[src/rtl/exclusive_min_n.sv]
// N-channel exclusive-min race-logic primitive: within each self-timed gamma
// epoch, reports the unique earliest-firing channel and its arrival time.
module exclusive_min_n #(
  parameter int N         = 4,
  parameter int EDGE_MODE = 0,
  parameter int GAMMA     = 16,
  parameter int TW        = $clog2(GAMMA)
) (
  input  logic                 aclk,
  input  logic                 grst_n,
  input  logic                 rst,
  input  logic [N-1:0]         in,
  output logic                 q,
  output logic [$clog2(N)-1:0] q_idx,
  output logic [TW-1:0]        q_time,
  output logic                 tie,
  output logic                 epoch_end
);

  localparam int IW = $clog2(N);

  typedef enum logic [1:0] {
    ARMED,
    WON,
    BLOCKED
  } state_t;

  state_t          state;
  state_t          state_nxt;
  logic [N-1:0]    prev;
  logic [N-1:0]    ev;
  logic [TW-1:0]   timer;
  logic [IW-1:0]   ev_idx;
  logic            wrap;
  logic            one_ev;
  logic            multi_ev;
  logic            q_nxt;
  logic            tie_nxt;

  always_comb begin
    if (EDGE_MODE == 0)      ev = in & ~prev;
    else if (EDGE_MODE == 1) ev = ~in & prev;
    else                     ev = in;
  end

  // Exactly one bit set <=> nonzero and clearing the lowest set bit leaves zero.
  always_comb begin
    one_ev   = (ev != '0) && ((ev & (ev - N'(1))) == '0);
    multi_ev = (ev != '0) && !one_ev;
    ev_idx   = '0;
    for (int unsigned i = 0; i < N; i++) begin
      if (ev[i]) ev_idx = IW'(i);
    end
  end

  assign wrap = (timer == TW'(GAMMA - 1));

  always_comb begin
    state_nxt = state;
    q_nxt     = 1'b0;
    tie_nxt   = 1'b0;
    if (rst) begin
      state_nxt = ARMED;
    end else begin
      if (state == ARMED) begin
        if (one_ev) begin
          state_nxt = WON;
          q_nxt     = 1'b1;
        end else if (multi_ev) begin
          state_nxt = BLOCKED;
          tie_nxt   = 1'b1;
        end
      end
      // An event on the wrap cycle still belongs to the closing epoch.
      if (wrap) state_nxt = ARMED;
    end
  end

  always_ff @(posedge aclk) begin
    if (!grst_n) begin
      state     <= ARMED;
      timer     <= '0;
      prev      <= in;
      q         <= 1'b0;
      tie       <= 1'b0;
      epoch_end <= 1'b0;
      q_idx     <= '0;
      q_time    <= '0;
    end else begin
      state     <= state_nxt;
      prev      <= in;
      q         <= q_nxt;
      tie       <= tie_nxt;
      epoch_end <= rst | wrap;
      timer     <= (rst || wrap) ? '0 : timer + TW'(1);
      if (q_nxt) begin
        q_idx  <= ev_idx;
        q_time <= timer;
      end
    end
  end

endmodule

[config.mk]
export PLATFORM = sky130hd
export DESIGN_NAME = exclusive_min_n
export DESIGN_NICKNAME = d
export VERILOG_FILES = /design/src/rtl/exclusive_min_n.sv
export SDC_FILE = /design/constraint.sdc
export NUM_CORES = 1
export LEC_CHECK = 0
export BUFFER_PORTS_ARGS = -buffer_cell sky130_fd_sc_hd__buf_2
export CAP_MARGIN = 20
export CORE_MARGIN = 2
export CORE_UTILIZATION = 49
export CTS_BUF_LIST = sky130_fd_sc_hd__clkbuf_8
export DETAILED_ROUTE_END_ITERATION = 10
export PLACE_DENSITY = 0.83
export SLEW_MARGIN = 20
export SYNTH_ARGS = -nofsm -noshare
export SYNTH_HDL_FRONTEND = slang
export SYNTH_SLANG_ARGS = --single-unit
export TNS_END_PERCENT = 10
[constraint.sdc]
create_clock -name aclk -period 1.7 [get_ports aclk]
set_input_delay 0.34 -clock aclk [delete_from_list [all_inputs] [get_ports aclk]]
set_output_delay 0.34 -clock aclk [all_outputs]
set_load 0.01 [all_outputs]
## Word level (Yosys, flattened, before mapping)

Index checks and enable logic that the tools add are counted.

- Flip-flop bits (word level): 19
- Input bits: 7
- Output and inout port bits: 9
- Word-level logic and storage cells: 38

- Add/sub/neg operators: 2
- Equal/unequal tests: 1
- Mux-type cells: 9
- Bitwise gates (word level): 6
- Reduce and logical (&&, ||, !) cells: 12

Operator list:

| operator | count |
|---|---|
| bitwise AND 4 bit | 2 |
| 2-to-1 mux 2 bit | 4 |
| 2-to-1 mux 1 bit | 5 |
| adder 4 x 1 -> 4 bit (second input constant) | 1 |
| equality test 4 bit (second input constant) | 1 |
| logical NOT 4 bit | 1 |
| NOT 4 bit | 1 |
| nonzero test 4 bit | 1 |
| OR reduction 4 bit | 1 |
| subtractor 4 x 1 -> 4 bit (second input constant) | 1 |
| OR reduction 3 bit | 1 |
| logical AND 1 bit | 2 |
| logical NOT 2 bit | 1 |
| NOT 1 bit | 2 |
| AND reduction 2 bit | 1 |
| nonzero test 2 bit | 1 |
| OR reduction 2 bit | 1 |
| logical NOT 1 bit | 1 |
| logical OR 1 bit | 1 |
| OR 1 bit | 1 |

## Longest topological paths before layout

- Depth after elaboration: 10
- Mapped depth: 5
- Gate-level depth less buffers: 5

## Worst setup path before layout

No wires, ideal clock.

- Kind: input to register
- From: input port in[0]
- To: register q_idx[1]
- Library setup time: 143 ps
- Arrival: 1506 ps
- Required time: 1557 ps
- Path slack: 51 ps
- Stages: 5
- Path buffers: 0
- Cell sequence: nor2b_1 xnor2_2 nand3_2 a2111oi_4 o21ai_0

- Cells in the longest elaborated chain, start to end: 8
- Elaborated cells between the ends (all ways): 9
- Those cells by class: add/sub (1); mux (3); bitwise (2); reduce/logical (3)

RTL lines:

| item | line | text |
|---|---|---|
| start: declaration | 12 | `input logic [N-1:0] in,` |
| bitwise AND 4 bit (*) | 41 | `if (EDGE_MODE == 0) ev = in & ~prev;` |
| subtractor 4 x 1 -> 4 bit | 48 | `one_ev = (ev != '0) && ((ev & (ev - N'(1))) == '0);` |
| bitwise AND 4 bit | 48 |  |
| logical NOT 4 bit | 48 |  |
| logical AND 1 bit (*) | 48 |  |
| 2-to-1 mux 1 bit (*) | 66 | `if (one_ev) begin` |
| 2-to-1 mux 1 bit (*) | 65 | `if (state == ARMED) begin` |
| 2-to-1 mux 1 bit (*) | 62 | `if (rst) begin` |
| end signal: assignment | 97 | `q_idx <= ev_idx;` |
| end: declaration | 14 | `output logic [$clog2(N)-1:0] q_idx,` |

Every way passes the cells marked *; elsewhere a longest branch is shown, timed or not.
A chain may end at the register's enable or synchronous reset.

## Worst setup path after layout

- From: register prev[0]
- To: register q_time[2]

- Cells in the longest elaborated chain, start to end: 9
- Elaborated cells between the ends (all ways): 10
- Those cells by class: add/sub (1); mux (3); bitwise (3); reduce/logical (3)

RTL lines:

| item | line | text |
|---|---|---|
| start: declaration | 30 | `logic [N-1:0] prev;` |
| start signal: assignment | 83 | `prev <= in;` |
| start signal: assignment | 91 | `prev <= in;` |
| NOT 4 bit (*) | 41 |  |
| bitwise AND 4 bit (*) | 41 |  |
| subtractor 4 x 1 -> 4 bit | 48 |  |
| bitwise AND 4 bit | 48 |  |
| logical NOT 4 bit | 48 |  |
| logical AND 1 bit (*) | 48 |  |
| 2-to-1 mux 1 bit (*) | 66 |  |
| 2-to-1 mux 1 bit (*) | 65 |  |
| 2-to-1 mux 1 bit (*) | 62 |  |
| end signal: assignment | 98 | `q_time <= timer;` |
| end: declaration | 15 | `output logic [TW-1:0] q_time,` |

Marked as above.

==> impl_metrics.yaml <==
die:
  fp-row-count: 14
  ios: 16
  die-height_microns: 43.69
  coreArea_sq_um: 1489
  fp.dieW_microns: 43.69
  start_util_pct: 51.85
  die_area_sq_um: 1909
min_path:
  hp-class: "in2reg"
  min_to: "prev[2]"
  holdCritStartpoint: "in[2]"
  holdPathStages: 1
critical_path:
  cp-end-kind: "flop"
  r2r_start: "prev[0]"
  rr_worst_depth: 6
  r2r_slack_ns: 0.10
  regToRegEndpoint: "q_time[2]"
  worst-path-max-fanout: 6
  arrival_ns: 1.78
  start_kind: "flop"
  worstSetupPathType: "reg2reg"
  worstPathRequired_ns: 1.89
synth:
  synth.most_common_cell: "dfxtp_1"
  yosys-top-cells-count: "dfxtp_1, nand2_1, mux2i_1"
  yosys_most_used_dff: "dfxtp_1"
  synth-edff-count: 0
  synthesis.area_sq_um: 772.0
  synth_top_cell_by_area: "dfxtp_1"
  yosys_register_bits: 19
  seq_area_frac_synth_pct: 49.27
  ys_async_sr_fraction_pct: 0
  synth_fp_nets: 85
  yosys_warnings: 0
  yosysUniqueCellTypes: 28
  netlist_top_cells_area: "dfxtp_1, nand2_1, mux2i_1, a2111oi_4, nor2b_1"
  synth_top_area_share_pct: 49.27
  avgSynthCellArea_sq_um: 10.03
  synthCells: 77
placed_design:
  numPortBuffers: 15
  hpwl_microns: 1055
  place_congestion: 0.8758
power_and_ir_drop:
  p_per_area_nw_per_um2: 928.9
  p_clk_share_pct: 34.4
  peakVddDrop_mv: 0.5550
  swShare_pct: 23.57
  p_int_uw: 678.6
  switching_power_uw: 209.3
  seqPwrFrac_pct: 53.2
  comb_power_share_pct: 12.4
  p_leak_uw: 0.0004186
  p_total_uw: 887.9
finish:
  n_antenna_cell: 0
  final_net_count: 110
  drive_gt1_share_pct: 31.68
  fillers: 125
  area_growth_pct: 23.83
  final_core_util_pct: 64.20
global_route:
  grt_overflow: 0
  grtUsageMet2_pct: 30.00
  grt_pass1_vias: 618
  grt_pass1_wl_microns: 2449
  grtUsageMet1_pct: 19.74
  top_usage_layer: "met2"
  grt_use_met3_pct: 3.750
  grt_start_max_net_pins: 13
  grt_antenna_before_repair: 0
  grt_usage_pct: 17.50
timing:
  grt_setup_unrepaired: "no"
  period_needed_ns: 1.595
  finalSetupViolCount: 0
  setup_tns_ns: 0
  tightest_slew_ns: 0.2682
  timing.fmax_ghz: 0.6268
  fin_crit_sh_pct: 93.85
  slew_headroom_pct: 82.04
  fin_skew_ns: 0.002172
  final_hold_viol_count: 0
  slew_violations: 0
detailed_routing:
  ant_nets: 0
  vias: 600
  wirelength_microns: 1383
  drt_iter0_drc: 5
  drt-wirelength-per-cell_microns: 11.82
  drc: 0
  viasPerCell: 5.128
  dr.pass1.iters: 3
clock_tree:
  cts_resized: 0
  cts_buffer_depth: 2
  htreeDepth: 1
  cts.clk_slew.worst_paths_ns: 0.07
  cts-root-buf: "clkbuf_8"
  cts_setup_buffers: 0
  holdBufCountCts: 0
  cts_num_sinks: 19
  cts_tree: "built"
  clock_latency_ns: 0.25
  numCtsBuffers: 3
flow_run:
  cap_viol_max_count: 0
status:
  status: "complete, no violations"
cells by family after synthesis:
group                      synth area share (%)
and+or+nand+nor                           24.15
DFF                                       49.27
AOI/OAI and AO/OA                         12.48
muxes                                     6.483
xor gates and xnor gates                  5.512
buffers and inverters                    0.4858
adders and majority gates                 1.620
stage by stage:
step                instances  cell area, sq um  setup slack, ns  hold slack, ns
floorplan                  77             772.0          0.05146          0.3677
global placement          113             908.4        -0.005912          0.4459
detailed placement        113             908.4         -0.09044          0.4456
CTS                       117             953.4          0.03836          0.1974
global route              117             955.9          0.01096          0.1918
finish                    117             955.9           0.1046          0.2010
placed cells by master (no fill, tap or decap), drive strengths merged, types with 3 or more instances in the layout:
master,instances
buf,21
dfxtp,19
nand2,15
mux2i,5
nor2,4
nor2b,4
a21oi,3
clkbuf,3
nand2b,3
xnor2,3
worst max-delay path: stages (launching register included):
cell,delay (ns)
dfxtp_1,0.33
nor2b_2,0.19
xnor2_2,0.14
nand3_2,0.13
a2111oi_4,0.34
buf_4,0.21
mux2i_1,0.18
layout make-up:
cell class | instances | area [sq um] | share of cell area [%]
multi-input combinational | 57 | 390.4 | 40.84
sequential | 19 | 380.4 | 39.79
clock buffer | 3 | 41.29 | 4.319
clock inverter | 1 | 3.754 | 0.3927
tap | 16 | 20.02 | 2.094
timing repair buffer | 21 | 120.1 | 12.57
power groups by stage:
| stage | Sequential [uW] | Combinational [uW] | Clock, uW |
|---|---|---|---|
| 2_1_floorplan | 485 | 64.8 | 0 |
| 3_3_place_gp | 482 | 105 | 0 |
| 3_5_place_dp | 482 | 110 | 0 |
| 4_1_cts | 472 | 110 | 312 |
| 5_1_grt | 474 | 122 | 330 |
| 6_report | 472 | 110 | 306 |
layer usage:
layer / vias to the layer above / routed length, microns
met1: 274 / 640
met3: 4 / 68
met5: - / 0
met2: 13 / 658
met4: 0 / 16
li1: 309 / -
flip-flops by register name, indices dropped and copies added, names as in the netlist:
name	count
epoch_end	1
prev	4
q	1
q_idx	2
q_time	4
state	2
tie	1
timer	4
worst max-delay path by stage:
stage,startpoint,end,slack (ns),cells after the start
finish,prev[0],q_time[2],0.10,6
floorplan,in[0],q_idx[1],0.05,5
detailed placement,in[0],q_time[0],-0.09,7
global placement,in[0],q_time[2],-0.006,7
CTS,prev[0],q_time[2],0.04,6
global route,prev[3],q_time[2],0.01,6
(Power assumes the default switching activity.)
